[src/rtl/cpu_bus_pkg.sv]
// Shared types for the SRAM-like CPU bus: arbiter state encoding, master IDs, request payload.
package cpu_bus_pkg;

    typedef enum logic [1:0] {
        IDLE  = 2'd0,
        LOCK0 = 2'd1,
        LOCK1 = 2'd2
    } arb_state_t;

    localparam logic ID_INST = 1'b0;
    localparam logic ID_DATA = 1'b1;

    typedef struct packed {
        logic        wr;
        logic [1:0]  size;
        logic [3:0]  wstrb;
        logic [31:0] addr;
        logic [31:0] wdata;
    } sram_req_t;

endpackage

[src/rtl/id_fifo.sv]
// Purpose: small in-order FIFO holding the issuing master ID of each outstanding transaction.
// Latency: push visible at head one cycle later; head is read combinationally.
// Backpressure: push ignored when full, pop ignored when empty; space freed by a pop appears next cycle.
module id_fifo #(
    parameter int WIDTH = 1,
    parameter int DEPTH = 4
) (
    input  logic             clk,
    input  logic             resetn,
    input  logic             push,
    input  logic [WIDTH-1:0] push_dat,
    input  logic             pop,
    output logic             full,
    output logic             empty,
    output logic [WIDTH-1:0] head
);
    localparam int AW = (DEPTH > 1) ? $clog2(DEPTH) : 1;
    localparam int CW = $clog2(DEPTH) + 1;

    logic [WIDTH-1:0] mem [DEPTH];
    logic [AW-1:0]    wptr;
    logic [AW-1:0]    rptr;
    logic [CW-1:0]    count;
    logic             do_push;
    logic             do_pop;

    assign do_push = push & ~full;
    assign do_pop  = pop & ~empty;
    assign full    = (count == CW'(DEPTH));
    assign empty   = (count == '0);
    assign head    = mem[rptr];

    always_ff @(posedge clk or negedge resetn) begin
        if (!resetn) begin
            wptr  <= '0;
            rptr  <= '0;
            count <= '0;
        end else begin
            if (do_push) wptr <= wptr + AW'(1);
            if (do_pop)  rptr <= rptr + AW'(1);
            case ({do_push, do_pop})
                2'b10:   count <= count + CW'(1);
                2'b01:   count <= count - CW'(1);
                default: count <= count;
            endcase
        end
    end

    // Storage needs no reset: an entry is only read after it has been written.
    always_ff @(posedge clk) begin
        if (do_push) mem[wptr] <= push_dat;
    end

endmodule

[src/rtl/sram_req_arbiter.sv]
// Purpose: merge instruction (m0) and data (m1) SRAM-like masters onto one slave, routing responses in order.
// Latency: request and response paths are combinational (0 cycles added).
// Backpressure: grant held until s_addr_ok; no grant while MAX_OUTSTANDING transactions are in flight.
module sram_req_arbiter
    import cpu_bus_pkg::*;
#(
    parameter int MAX_OUTSTANDING = 4,
    parameter int STARVE_LIMIT    = 8
) (
    input  logic        clk,
    input  logic        resetn,
    input  logic        m0_req,
    input  logic        m0_wr,
    input  logic [1:0]  m0_size,
    input  logic [3:0]  m0_wstrb,
    input  logic [31:0] m0_addr,
    input  logic [31:0] m0_wdata,
    output logic        m0_addr_ok,
    output logic        m0_data_ok,
    output logic [31:0] m0_rdata,
    input  logic        m1_req,
    input  logic        m1_wr,
    input  logic [1:0]  m1_size,
    input  logic [3:0]  m1_wstrb,
    input  logic [31:0] m1_addr,
    input  logic [31:0] m1_wdata,
    output logic        m1_addr_ok,
    output logic        m1_data_ok,
    output logic [31:0] m1_rdata,
    output logic        s_req,
    output logic        s_wr,
    output logic [1:0]  s_size,
    output logic [3:0]  s_wstrb,
    output logic [31:0] s_addr,
    output logic [31:0] s_wdata,
    input  logic        s_addr_ok,
    input  logic        s_data_ok,
    input  logic [31:0] s_rdata,
    input  logic        flush
);
    localparam int SW = $clog2(STARVE_LIMIT) + 1;

    arb_state_t    state;
    arb_state_t    state_nxt;
    logic [SW-1:0] starve_cnt;
    logic          starved;
    logic          grant0;
    logic          grant1;
    logic          fifo_full;
    logic          fifo_empty;
    logic          head_id;
    logic          push;
    logic          pop;
    sram_req_t     m0_pkt;
    sram_req_t     m1_pkt;
    sram_req_t     s_pkt;

    // Stages discard stale responses themselves, so flush has no effect here.
    logic unused_flush;
    assign unused_flush = flush;

    assign starved = (starve_cnt >= SW'(STARVE_LIMIT));

    // Grants are gated by resetn so every output is 0 while reset is asserted.
    always_comb begin
        state_nxt = state;
        grant0    = 1'b0;
        grant1    = 1'b0;
        if (resetn) begin
            case (state)
                IDLE: begin
                    if (!fifo_full) begin
                        if (m0_req && (starved || !m1_req)) grant0 = 1'b1;
                        else if (m1_req)                    grant1 = 1'b1;
                        if (grant0 && !s_addr_ok)      state_nxt = LOCK0;
                        else if (grant1 && !s_addr_ok) state_nxt = LOCK1;
                    end
                end
                LOCK0: begin
                    grant0 = 1'b1;
                    if (s_addr_ok) state_nxt = IDLE;
                end
                LOCK1: begin
                    grant1 = 1'b1;
                    if (s_addr_ok) state_nxt = IDLE;
                end
                default: state_nxt = IDLE;
            endcase
        end
    end

    always_ff @(posedge clk or negedge resetn) begin
        if (!resetn) state <= IDLE;
        else         state <= state_nxt;
    end

    always_ff @(posedge clk or negedge resetn) begin
        if (!resetn) begin
            starve_cnt <= '0;
        end else if (!m0_req || grant0) begin
            starve_cnt <= '0;
        end else if (state == IDLE && starve_cnt != '1) begin
            starve_cnt <= starve_cnt + SW'(1);
        end
    end

    assign m0_pkt = {m0_wr, m0_size, m0_wstrb, m0_addr, m0_wdata};
    assign m1_pkt = {m1_wr, m1_size, m1_wstrb, m1_addr, m1_wdata};
    assign s_pkt  = grant1 ? m1_pkt : (grant0 ? m0_pkt : '0);

    assign s_req   = (grant0 & m0_req) | (grant1 & m1_req);
    assign s_wr    = s_pkt.wr;
    assign s_size  = s_pkt.size;
    assign s_wstrb = s_pkt.wstrb;
    assign s_addr  = s_pkt.addr;
    assign s_wdata = s_pkt.wdata;

    assign m0_addr_ok = grant0 & s_addr_ok;
    assign m1_addr_ok = grant1 & s_addr_ok;

    assign push = s_req & s_addr_ok;
    // A data_ok with nothing outstanding is a slave protocol error and is dropped.
    assign pop  = resetn & s_data_ok & ~fifo_empty;

    id_fifo #(
        .WIDTH (1),
        .DEPTH (MAX_OUTSTANDING)
    ) u_id_fifo (
        .clk      (clk),
        .resetn   (resetn),
        .push     (push),
        .push_dat (grant1 ? ID_DATA : ID_INST),
        .pop      (pop),
        .full     (fifo_full),
        .empty    (fifo_empty),
        .head     (head_id)
    );

    assign m0_data_ok = pop & (head_id == ID_INST);
    assign m1_data_ok = pop & (head_id == ID_DATA);
    assign m0_rdata   = m0_data_ok ? s_rdata : '0;
    assign m1_rdata   = m1_data_ok ? s_rdata : '0;

endmodule

[config.mk]
export PLATFORM = sky130hd
export DESIGN_NAME = sram_req_arbiter
export DESIGN_NICKNAME = d
export VERILOG_FILES = /design/src/rtl/cpu_bus_pkg.sv /design/src/rtl/id_fifo.sv /design/src/rtl/sram_req_arbiter.sv
export SDC_FILE = /design/constraint.sdc
export NUM_CORES = 1
export LEC_CHECK = 0
export BUFFER_PORTS_ARGS = -buffer_cell sky130_fd_sc_hd__buf_2
export CAP_MARGIN = 30
export CORE_AREA = 10 10 117 119
export CTS_CLUSTER_DIAMETER = 150
export DETAILED_ROUTE_END_ITERATION = 16
export DIE_AREA = 0 0 127 129
export PLACE_DENSITY = 0.66
export SETUP_SLACK_MARGIN = 0.2
export SYNTH_ARGS = -nofsm -noshare
export SYNTH_HDL_FRONTEND = slang
export SYNTH_SLANG_ARGS = --single-unit
[constraint.sdc]
create_clock -name clk -period 2.4 [get_ports clk]
set_input_delay 0.6 -clock clk [delete_from_list [all_inputs] [get_ports clk]]
set_output_delay 0.6 -clock clk [all_outputs]
set_load 0.05 [all_outputs]
# Word-level counts from Yosys, hierarchy flattened
# Memory sizes are Yosys's and may differ from the RTL's.
# Index checks and enable logic that the tools add are counted.
[word_totals]
regBits = 13
ramBits = 4
inputBits = 181
output_inout_bits = 140
elab_cells = 81
n_memories = 1
[memory_table]
columns = ["name", "words", "width", "rd", "rd_clocked_by_memory_dff", "wr", "line_no", "rtl"]
rows = [
  ["u_id_fifo.mem", 4, 1, 1, 0, 1, "id_fifo.sv:20", "logic [WIDTH-1:0] mem [DEPTH];"],
]
[classes]
n_addsub = 5
order_cmp = 1
n_eq_ne = 9
n_mux = 30
bitwise_logic = 15
reduce_logical = 15
[ops]
columns = ["cell", "count"]
rows = [
  ["$mux 71", 2],
  ["$mux 32", 2],
  ["$mux 1", 16],
  ["$and 1x1->1", 11],
  ["$mux 2", 4],
  ["$mux 4", 2],
  ["$pmux 3 s2", 1],
  ["$add 2x1->2 const B", 2],
  ["$add 4x1->4 const B", 1],
  ["$eq 2x1->1 const B", 2],
  ["$eq 2x2->1 const B", 2],
  ["$ge 4x4->1 const B", 1],
  ["$logic_and 1x1->1", 4],
  ["$ne 4x4->1 const B", 1],
  ["$pmux 1 s2", 2],
  ["$pmux 2 s2", 1],
  ["$reduce_and 4->1", 1],
  ["$reduce_bool 2->1", 2],
  ["$add 3x1->3 const B", 1],
  ["$eq 3x3->1 const B", 1],
  ["$logic_not 1->1", 3],
  ["$logic_not 3->1", 1],
  ["$ne 3x3->1 const B", 1],
  ["$not 1->1", 3],
  ["other kinds (7)", 8],
]

# Depth between registers and ports, before layout
# Gate-level depths: netlist of the first run.
[depth]
depth_word = 16
depth_mapped = 11
ltp_nobuf = 11

# Hierarchy
# From an unflattened synthesis of the first run, not the netlist that was laid out.
[hier_totals]
hier_cells = 522
area_unflattened_um2 = 3958.8
[by_module_without_submodules]
columns = ["module", "instances", "cells_each", "area_per_inst_um2", "seq_area_each_um2"]
rows = [
  ["sram_req_arbiter", 1, 479, 3377.0, 150.1],
  ["id_fifo", 1, 43, 581.8, 295.3],
]

# Worst setup path before layout of the first run
# Ideal clock, no wire load.
[synth_timing]
path_type = "reg2out"
startpoint = "register u_id_fifo.rptr[0]"
endpoint = "output port m0_rdata[22]"
arrival_ns = 2.273
required_ns = 1.800
slack_ns = -0.473
path_stages_with_launch = 5
n_path_buf = 1
cell_sequence = "dfrtp_1 > mux4_2 > nor2_1 > clkbuf_1 > and2_1"
[synth_via]
elab_chain_len = 4
[synth_rtl]
columns = ["element", "line_no", "rtl"]
rows = [
  ["start: declaration", "id_fifo.sv:22", "logic [AW-1:0] rptr;"],
  ["start signal: assignment", "id_fifo.sv:40", "if (do_pop) rptr <= rptr + AW'(1);"],
  ["$mem_v2 4x1", "--", ""],
  ["$not 1->1", "sram_req_arbiter.sv:139", "assign m0_data_ok = pop & (head_id == ID_INST);"],
  ["$and 1x1->1", "sram_req_arbiter.sv:139", ""],
  ["via m0_data_ok", "sram_req_arbiter.sv:19", "output logic m0_data_ok,"],
  ["$mux 32", "sram_req_arbiter.sv:141", "assign m0_rdata = m0_data_ok ? s_rdata : '0;"],
  ["end: declaration", "sram_req_arbiter.sv:20", "output logic [31:0] m0_rdata,"],
]
# The timed path passes the listed nets, and every way through them passes these cells.

# Final worst setup path of the first run
[layout_timing]
startpoint = "register u_id_fifo.count[0]"
endpoint = "output port s_wdata[0]"
[layout_via]
elab_chain_len = 6
elab_cells_between_ends = 9
cone_classes = "eq/ne (1); mux (8)"
[layout_rtl]
columns = ["element", "line_no", "rtl"]
rows = [
  ["start: declaration", "id_fifo.sv:23", "logic [CW-1:0] count;"],
  ["start signal: assignment", "id_fifo.sv:42", "2'b10: count <= count + CW'(1);"],
  ["start signal: assignment", "id_fifo.sv:43", "2'b01: count <= count - CW'(1);"],
  ["start signal: assignment", "id_fifo.sv:44", "default: count <= count;"],
  ["$eq 3x3->1 (*)", "id_fifo.sv:29", "assign full = (count == CW'(DEPTH));"],
  ["$mux 1", "sram_req_arbiter.sv:72", "if (!fifo_full) begin"],
  ["$pmux 1 s2", "sram_req_arbiter.sv:70", "case (state)"],
  ["$mux 1", "sram_req_arbiter.sv:69", "if (resetn) begin"],
  ["$mux 71", "sram_req_arbiter.sv:109", "assign s_pkt = grant1 ? m1_pkt : (grant0 ? m0_pkt : '0);"],
  ["$mux 71 (*)", "sram_req_arbiter.sv:109", ""],
  ["end: declaration", "sram_req_arbiter.sv:35", "output logic [31:0] s_wdata,"],
]
# Every way passes the cells marked *; elsewhere a longest branch is shown, timed or not.

==> summary.txt, run 1 <==
Run status
  • Status: finished with violations
  • Failing checks: setup timing

Synth
  • Main combinational cell family by area after synthesis: compound AO/OA/AOI/OAI gates
  • Simple-Gate Fraction of Synth Area: 0.264
  • XOR/XNOR share of the synthesized area: 0.0303
  • Synthesized Nets: 462
  • Synth cell types: 39
  • Netlist area before placement: 2310 sq um
  • Synth Area in Compound Gates: 0.334
  • Most used DFF post-synth: dfrtp_1
  • Post-synthesis mux area share: 0.0146
  • Post-synthesis cell count: 270
  • Post-Synth Adder-Cell Area: 0.0628
  • Yosys warning count: 0
  • Async SR Flop Fraction: 0.765
  • Synthesized flop and latch total: 17
  • Sequential element share of the synthesized area: 0.193
  • Post-synth EDFFs: 4
  • Mean Syn Cell Area: 8.55 sq um

Setup path
  • CP endpoint kind: output pin
  • Crit-path slowest cell: or3b_4
  • CP Data Required Time: 1.80 ns
  • CP max stage delay: 0.44 ns
  • Critical setup path kind: reg -> out
  • CP startpoint kind: flop
  • Crit Reg-Reg Endpoint: u_id_fifo.count[2]
  • Flop2flop setup slack: -0.23 ns
  • Crit Path Max Fanout: 5
  • Critical path arrival: 2.14 ns
  • Worst R2R Start: u_id_fifo.count[0]
  • Crit path buf inv count: 4
  • Critical-path cell list: or3b_4, and3_4, o22ai_4, buf_12, buf_16, buf_6, a22o_4, buf_12
  • Most common cell on crit path: buf_12
  • Crit-path leading delay family: simple AND/OR/NAND/NOR gates
  • FF-to-FF path depth: 13

Clocking
  • Root Buffer: clkbuf_16
  • Clock slew at reported path FFs: 0.05 ns
  • H-tree levels: 1
  • CTS tree: done
  • CTS Hold Bufs: 0
  • Latest clock arrival within the worst-skew pair: 0.25 ns
  • Clk buf depth: 2
  • Clock buffer count from CTS: 3
  • Clock sink count: 17

STA
  • Clk_skew: 0.000908 ns
  • Hold slack: 0.422 ns
  • Final worst slack: -0.336 ns
  • Period utilization: 1.14
  • Max-slew violations: 0
  • Worst-Margin Slew: 0.523 ns
  • Period minus WS final: 2.74 ns
  • Max Clk Rate: 0.365 GHz
  • Final Hold Vio Count: 0
  • TNS Setup: -25.84 ns
  • RSZ-0062 raised after global routing: yes
  • Slew HR: 0.648
  • Final setup viols: 137

Power and ir drop
  • Pleak: 3.49 nW
  • Total power: 7.67 mW
  • Total power divided by cell area: 1080 nW/um^2
  • Max VDD drop: 0.726 mV

Layout
  • Multi-input logic area: 2360 sq um
  • NumNets Final: 835
  • P&R area growth vs syn: 209%
  • Share of layout cells above drive strength 1: 0.863
  • Util after Layout: 0.630
  • Layout fillers: 845
  • Register Area: 445 sq um

Die
  • Rows: 39
  • Die area: 16,400 sq um
  • Core Region: 11,300 sq um
  • Die Y: 129 um
  • Initial core utilization: 0.204
  • DIE WIDTH: 127 um
  • Ports: 321

Placement
  • RD Place Congestion: 0.863
  • Port buffer count: 319
  • DP Wirelength: 12.6 mm
  • Place WS: -0.303 ns

Detailed routing
  • DRC Markers: 0
  • Iter 0 DRT Violations: 150
  • Post-route ant nets: 0
  • Drt pass-1 iters: 4
  • DR vias/cell: 4.87
  • Vias: 3,829
  • Wire per inst: 24.6 um
  • DRT Wirelength: 19.4 mm

GRT
  • Vias in the first global route: 4,202
  • Initial antenna violation count: 1
  • Pin count of the biggest net entering global routing: 73
  • Gr ovfl total: 0
  • First-pass GRT wire length: 25.3 mm
  • GR Util All Layers: 0.194

Job
  • Max-Cap Viols: 0

Worst hold path
  • Tightest Hold Check Type: in -> async
## cell families (layout without fill, tap and decap cells)
kind of cell,Yosys count,in the layout
other,0,2
AND/OR/NAND/NOR,103,103
flip-flops,17,17
AO/OA/AOI/OAI,90,90
multiplexers,2,2
adder cells (fa/ha/maj),11,11
XOR/XNOR,8,8
buffers and inverters,39,411
## registers in the layout, indices dropped and copies added (netlist names)
signal           count
u_id_fifo.count      3
u_id_fifo.mem        4
u_id_fifo.rptr       2
starve_cnt           4
u_id_fifo.wptr       2
state                2
## area by class of cell
cell class / count / share of cell area
multi-input cells: 214 / 0.331
inverters: 14 / 0.00843
clock buffers: 4 / 0.0111
well taps: 143 / 0.0251
diodes: 2 / 0.000702
repair buffers: 393 / 0.562
flip-flops and latches: 17 / 0.0625
## through the flow
stage | area [sq um] | std cells
3_3_place_gp | 4740 | 739
6_report | 7130 | 787
3_5_place_dp | 4740 | 739
5_1_grt | 7130 | 786
4_1_cts | 6220 | 769
2_1_floorplan | 2660 | 270
## how the worst max path moves through the flow
stage / startpoint / endpoint / cells after the start
global placement: u_id_fifo.count[1] / s_wstrb[1] / 6
floorplan: u_id_fifo.count[0] / s_addr[2] / 6
finish: u_id_fifo.count[0] / s_wdata[0] / 8
detailed placement: u_id_fifo.count[1] / s_wstrb[1] / 6
CTS: u_id_fifo.count[1] / s_wdata[16] / 6
global route: u_id_fifo.count[0] / s_wdata[0] / 8
## routing by layer
| layer | track usage | wire [um] | vias up | share of wire |
|---|---|---|---|---|
| li1 | - | - | 1780 | - |
| met2 | 0.363 | 10700 | 186 | 0.55 |
| met1 | 0.204 | 6650 | 1839 | 0.34 |
| met5 | 0 | 0 | - | 0 |
| met3 | 0.0690 | 1640 | 24 | 0.085 |
| met4 | 0.0429 | 357 | 0 | 0.018 |
## layout by cell type (no fill, tap or decap), types with 11 or more instances in the layout
master,instances
buf_2,179
buf_8,88
buf_6,55
a22o_2,37
and2_4,34
a22o_4,34
and3_4,33
buf_4,29
buf_12,25
dfrtp_1,13
inv_1,11
clkbuf_16,11
## cell usage after synthesis, types with 2 or more instances
cell type | number | share of area
clkbuf_1 | 16 | 0.026
nand3_1 | 5 | 0.011
nand2_1 | 9 | 0.015
and2_1 | 37 | 0.10
nor2_1 | 8 | 0.013
inv_1 | 14 | 0.023
o21ai_0 | 4 | 0.0087
buf_8 | 7 | 0.046
and3_1 | 33 | 0.089
xnor2_1 | 5 | 0.019
nand4_1 | 2 | 0.0054
ha_1 | 10 | 0.054
dfrtp_1 | 13 | 0.14
nor2b_1 | 2 | 0.0054
edfxtp_1 | 4 | 0.052
a31oi_1 | 2 | 0.0054
o211ai_1 | 2 | 0.0065
a22o_1 | 72 | 0.27
a21oi_1 | 3 | 0.0065
xor2_1 | 3 | 0.011
## tightest hold or removal path, stage by stage
cell	delay, ns
buf_2	0.08
buf_4	0.15
buf_4	0.16
## power by group
part	internal, mW	switching [mW]	total [mW]
Clock	0.225	0.102	0.327
Combinational	3.23	3.64	6.87
Sequential	0.400	0.0778	0.478
## repair_timing
action / CTS / global route
pin swaps: 40 / 33
cloned: 9 / 9
endpoints found under the setup margin: 142 / 142
setup buffers: 17 / 7
resized for setup: 293 / 191
Note: power is estimated with default switching activity, not from simulation.
==> inputs of run 2 (changes only) <==
--- a/config.mk
+++ b/config.mk
@@ -13,3 +13,3 @@
 export DIE_AREA = 0 0 127 129
-export PLACE_DENSITY = 0.66
+export PLACE_DENSITY_LB_ADDON = 0.25
 export SETUP_SLACK_MARGIN = 0.2
==> constraint.sdc (replaced) <==
create_clock -name clk -period 2.4 [get_ports clk]
set_input_delay 0.24 -clock clk [delete_from_list [all_inputs] [get_ports clk]]
set_output_delay 0.24 -clock clk [all_outputs]
set_load 0.05 [all_outputs]
==> run 2 against run 1 <==
  * The flow still finishes with violations (setup timing)
  * Die area did not move
  * Register-to-register slack improved by 0.25 ns
  * Critical path type unchanged
  * Sequential cell count did not move
  * Sequential share of layout area rose by 1.6 points
  * Combinational power fell by 16%
  * Worst hold slack got worse by 0.41 ns
  * Worst setup slack improved by 0.31 ns
  * First-iteration DRC count rose by 13%
  * Critical path depth fell by 1
  * Utilization fell by 13 points
  * Power fell by 14%
  * Clock power barely moved
==> summary.txt, run 2 (synthesized netlist as in run 1, its figures left out) <==
Detailed routing
  • Drt pass-1 iters: 4
  • DRC Markers: 0
  • Post-route ant nets: 0
  • DR vias/cell: 4.81
  • Vias: 3,603
  • Wire per inst: 23.2 um
  • Iter 0 DRT Violations: 169
  • DRT Wirelength: 17.3 mm

Layout
  • Fin area: 5690 sq um
  • Biggest regs: starve_cnt: 4 flops, u_id_fifo.mem: 4 flops, u_id_fifo.count: 3 flops
  • Util after Layout: 0.502
  • P&R area growth vs syn: 146%
  • Commonest non-fill, non-tap cells in the layout: 212 x buf_2, 44 x a22o_2, 43 x buf_8, 43 x buf_4, 34 x buf_6
  • Share of layout cells above drive strength 1: 0.764
  • NumNets Final: 798
  • Most common cell after layout, fill and taps aside: buf_2

Power and ir drop
  • Switching Share: 0.537
  • Logic pwr share: 0.877
  • Switching Power: 3.53 mW
  • Clk pwr share: 0.050
  • Int Power: 3.04 mW
  • Flop pwr share: 0.073
  • Total power divided by cell area: 1160 nW/um^2
  • Pleak: 3.08 nW
  • Max VDD drop: 0.728 mV

Setup path
  • Crit Reg-Reg Endpoint: u_id_fifo.count[2]
  • CP max stage delay: 0.44 ns
  • CP Data Required Time: 2.16 ns
  • Critical path arrival: 2.19 ns
  • Crit-path leading delay family: simple AND/OR/NAND/NOR gates
  • FF-to-FF path depth: 11
  • Crit Path Max Fanout: 18
  • WP depth: 7
  • CP startpoint kind: flop
  • Crit path buf inv count: 3
  • Critical setup path kind: reg -> out
  • CP endpoint kind: output pin
  • Crit path to: s_wdata[23]
  • Critical-path cell list: or3b_4, and3_4, o22ai_4, buf_12, buf_16, a22o_2, buf_8
  • Flop2flop setup slack: 0.02 ns
  • Worst R2R Start: u_id_fifo.count[0]
  • Crit-path slowest cell: or3b_4
  • Setup crit start: u_id_fifo.count[0]

Job
  • Max-Cap Viols: 0

STA
  • Final setup viols: 30
  • TNS Setup: -0.282 ns
  • Final Hold Vio Count: 0
  • Period utilization: 1.01
  • Slew HR: 0.637
  • Period minus WS final: 2.43 ns
  • Final worst slack: -0.0269 ns
  • Max-slew violations: 0
  • Hold slack: 0.0140 ns
  • RSZ-0062 raised after global routing: yes
  • Worst-Margin Slew: 0.539 ns
  • Clk_skew: 0.00208 ns
  • Max Clk Rate: 0.412 GHz

Clocking
  • Clock buffer count from CTS: 3
  • Clock sink count: 17
  • Latest clock arrival within the worst-skew pair: 0.24 ns
  • Clk buf depth: 2
  • CTS tree: done
  • Root Buffer: clkbuf_16
  • H-tree levels: 1
  • Clock slew at reported path FFs: 0.05 ns

Die
  • DIE WIDTH: 127 um
  • Rows: 39
  • Initial core utilization: 0.204
  • Core Region: 11,300 sq um
  • Ports: 321
  • Die Y: 129 um
  • Die area: 16,400 sq um

Placement
  • DP Wirelength: 12.2 mm
  • Cell Area, Placed: 4280 sq um
  • Port buffer count: 319
  • RD Place Congestion: 0.883

Run status
  • Failing checks: setup timing
  • Status: finished with violations

GRT
  • Vias in the first global route: 3,947
  • Initial antenna violation count: 1
  • Pin count of the biggest net entering global routing: 38
  • GR Util All Layers: 0.179
  • First-pass GRT wire length: 23.7 mm
  • Gr ovfl total: 0

Worst hold path
  • Tightest Hold Check Type: in -> async
[run 2: cell types whose count changed in the layout (fill, tap and decap cells not counted), sizes merged]
cell	change
buf	-38
clkbuf	-1
dlygate4sd3	+1
bufbuf	+1
diode	-1
[run 2: area by class of cell]
type | instances | area [sq um]
Inverter | 14 | 52.6
Timing Repair Buffer | 356 | 2900
Multi-Input combinational cell | 214 | 2030
Clock buffer | 4 | 78.8
Fill cell | 1017 | 5640
Tap cell | 143 | 179
Antenna cell | 1 | 2.50
Sequential cell | 17 | 445
[run 2: worst min-delay path by stage]
stage / startpoint / to / slack (ns) / depth (start not counted)
floorplan: resetn / starve_cnt[0] / -0.06 / 0
global placement: resetn / starve_cnt[3] / 0.10 / 1
detailed placement: resetn / u_id_fifo.count[0] / 0.11 / 1
CTS: resetn / u_id_fifo.wptr[0] / 0.02 / 2
global route: resetn / u_id_fifo.wptr[0] / 0.04 / 2
finish: resetn / u_id_fifo.wptr[0] / 0.01 / 2
[run 2: timing repair]
action | 4_1_cts | 5_1_grt
hold endpoints to repair | 4 | 0
resized for setup | 209 | 71
pin swaps | 4 | 3
setup endpoints to repair | 106 | 139
buffers inserted | 5 | 1
cloned | 6 | 8
hold buffers | 1 | 0
[run 2: layer usage]
metal	global-route usage	part of all wire
met1	0.197	0.37
met2	0.328	0.52
met3	0.0645	0.10
met4	0.0275	0.0098
met5	0	0
[run 2: power by group through the flow]
| stage | clock network [mW] | logic, mW | registers (mW) |
|---|---|---|---|
| finish | 0.329 | 5.76 | 0.479 |
| global route | 0.351 | 6.02 | 0.494 |
| CTS | 0.336 | 5.31 | 0.480 |
| detailed placement | 0 | 4.22 | 0.478 |
| global placement | 0 | 4.18 | 0.470 |
| floorplan | 0 | 3.16 | 0.468 |
[run 2: through the flow]
stage	std cells	total power, mW	worst slack [ns]
floorplan	270	3.63	0.108
global placement	723	4.65	0.0449
detailed placement	723	4.70	-0.0000602
CTS	739	6.12	-0.0277
global route	749	6.87	-0.0965
finish	749	6.57	-0.0269
==> inputs of run 3 (changes only) <==
CAP_MARGIN = 20   (was 30)
clock period = 1.99 ns   (was 2.4 ns; I/O delays follow)
==> run 3 against run 2 <==
  * The run still ends with setup timing left
  * Clock skew rose by 0.0039 ns
  * Worst setup slack got worse by 0.35 ns
  * Combinational power rose by 43%
  * Sequential power rose by 25%
  * Global-route usage rose by 0.74 points
  * Sequential cell count did not move
  * Worst hold slack barely moved
  * Count of clock-buffer cells in the layout did not move
  * Routed wire length rose by 1.4%
  * Sequential share of layout area fell by 1.6 points
==> summary.txt, run 3 (synthesized netlist as in run 1, its figures left out) <==
Placement
  • DP Wirelength: 13.0 mm
  • Post-Place Cells: 749
  • Port buffer count: 319
  • Cell Area, Placed: 5190 sq um
  • RD Place Congestion: 0.907
  • Place WS: -0.421 ns

GRT
  • Pin count of the biggest net entering global routing: 34
  • Gr ovfl total: 0
  • GR Util All Layers: 0.186
  • Vias in the first global route: 4,307
  • First-pass GRT wire length: 24.8 mm
  • Initial antenna violation count: 4

STA
  • Final worst slack: -0.372 ns
  • Clk_skew: 0.00601 ns
  • Worst-Margin Slew: 0.337 ns
  • Max-slew violations: 0
  • RSZ-0062 raised after global routing: yes
  • Max Clk Rate: 0.423 GHz
  • Period minus WS final: 2.36 ns
  • Period utilization: 1.19
  • Final Hold Vio Count: 0
  • Final setup viols: 141
  • Slew HR: 0.773

Power and ir drop
  • Max VDD drop: 0.859 mV
  • Total power divided by cell area: 1290 nW/um^2
  • Pleak: 3.58 nW
  • Total power: 9.21 mW

Layout
  • Final Non-Filler Cells: 788
  • Share of layout cells above drive strength 1: 0.874
  • P&R area growth vs syn: 209%
  • Biggest regs: starve_cnt: 4 flops, u_id_fifo.mem: 4 flops, u_id_fifo.count: 3 flops
  • Commonest non-fill, non-tap cells in the layout: 179 x buf_2, 72 x buf_8, 70 x buf_6
  • NumNets Final: 836
  • Most common cell after layout, fill and taps aside: buf_2
  • Fin area: 7140 sq um

Detailed routing
  • Post-route ant nets: 0
  • Drt pass-1 iters: 4
  • DRC Markers: 0
  • DR vias/cell: 4.91
  • Iter 0 DRT Violations: 117
  • Wire per inst: 22.3 um
  • Vias: 3,870
  • DRT Wirelength: 17.6 mm

Setup path
  • Crit Path Max Fanout: 14
  • CP startpoint kind: flop
  • CP Data Required Time: 1.79 ns
  • Critical setup path kind: reg -> out
  • CP endpoint kind: output pin
  • Critical path arrival: 2.16 ns

Die
  • Initial core utilization: 0.204
  • DIE WIDTH: 127 um
  • Rows: 39
  • Core Region: 11,300 sq um
  • Ports: 321
  • Die area: 16,400 sq um
  • Die Y: 129 um

Clocking
  • Clock slew at reported path FFs: 0.05 ns
  • Clock sink count: 17
  • Root Buffer: clkbuf_16
  • Latest clock arrival within the worst-skew pair: 0.25 ns
  • CTS tree: done
  • H-tree levels: 1
  • CTS Hold Bufs: 0
  • Clk buf depth: 2
  • Clock buffer count from CTS: 3

Job
  • Max-Cap Viols: 0

Run status
  • Failing checks: setup timing
  • Status: finished with violations

Worst hold path
  • Tightest Hold Check Type: in -> async
==> run 3: what timing repair did <==
action,in CTS,in global routing
setup endpoints to repair,152,148
pin swaps,10,7
setup buffers,16,7
gates cloned,7,3
hold endpoints to repair,0,0
gates resized for setup,305,135
==> run 3: layer usage <==
metal,wire length (um),GRT usage,vias to the layer above
li1,-,-,1783
met1,5780,0.177,1838
met2,9760,0.361,223
met3,1650,0.0723,26
met4,405,0.0543,0
met5,0,0,-
==> run 3: critical path, stage by stage, from the launching register on <==
cell	delay, ns
dfrtp_1	0.39
or3b_4	0.46
and3_4	0.21
o22ai_4	0.18
buf_12	0.18
buf_12	0.16
a22o_2	0.17
buf_8	0.15
==> run 3: path summary, 6_finish.rpt <==
kind | endpoint | startpoint | cells after the start | slack (ns)
worst min register to register | u_id_fifo.rptr[1] | u_id_fifo.rptr[1] | 1 | 0.51
worst min-delay path | starve_cnt[3] | resetn | 2 | 0.01
worst max-delay path | s_addr[8] | u_id_fifo.count[1] | 7 | -0.37
min in group clk | state[1] | s_addr_ok | 3 | 0.37
max in group asynchronous | state[1] | resetn | 2 | 1.84
worst max register to register | u_id_fifo.count[2] | u_id_fifo.count[1] | 11 | -0.32
==> run 3: where the power goes <==
group | internal [mW] | switching, mW
clock network | 0.271 | 0.125
logic | 3.89 | 4.34
registers | 0.485 | 0.112
==> run 3: cell type report <==
| cell class | instances | area [sq um] |
|---|---|---|
| fillers | 788 | 4180 |
| repair buffers | 393 | 3750 |
| multi-input cells | 215 | 2620 |
| flip-flops and latches | 17 | 447 |
| well taps | 143 | 179 |
| clock buffers | 4 | 78.8 |
| inverters | 14 | 57.6 |
| diodes | 2 | 5.00 |
==> run 3: metrics by stage <==
stage	hold WS, ns	TNS [ns]	utilization
after global placement	0.234	-20.20	0.458
final	0.0138	-35.16	0.630
after CTS	0.0152	-31.57	0.587
after detailed placement	0.237	-24.38	0.458
after global routing	0.0200	-44.45	0.630
after floorplan	-0.0966	-6.10	-
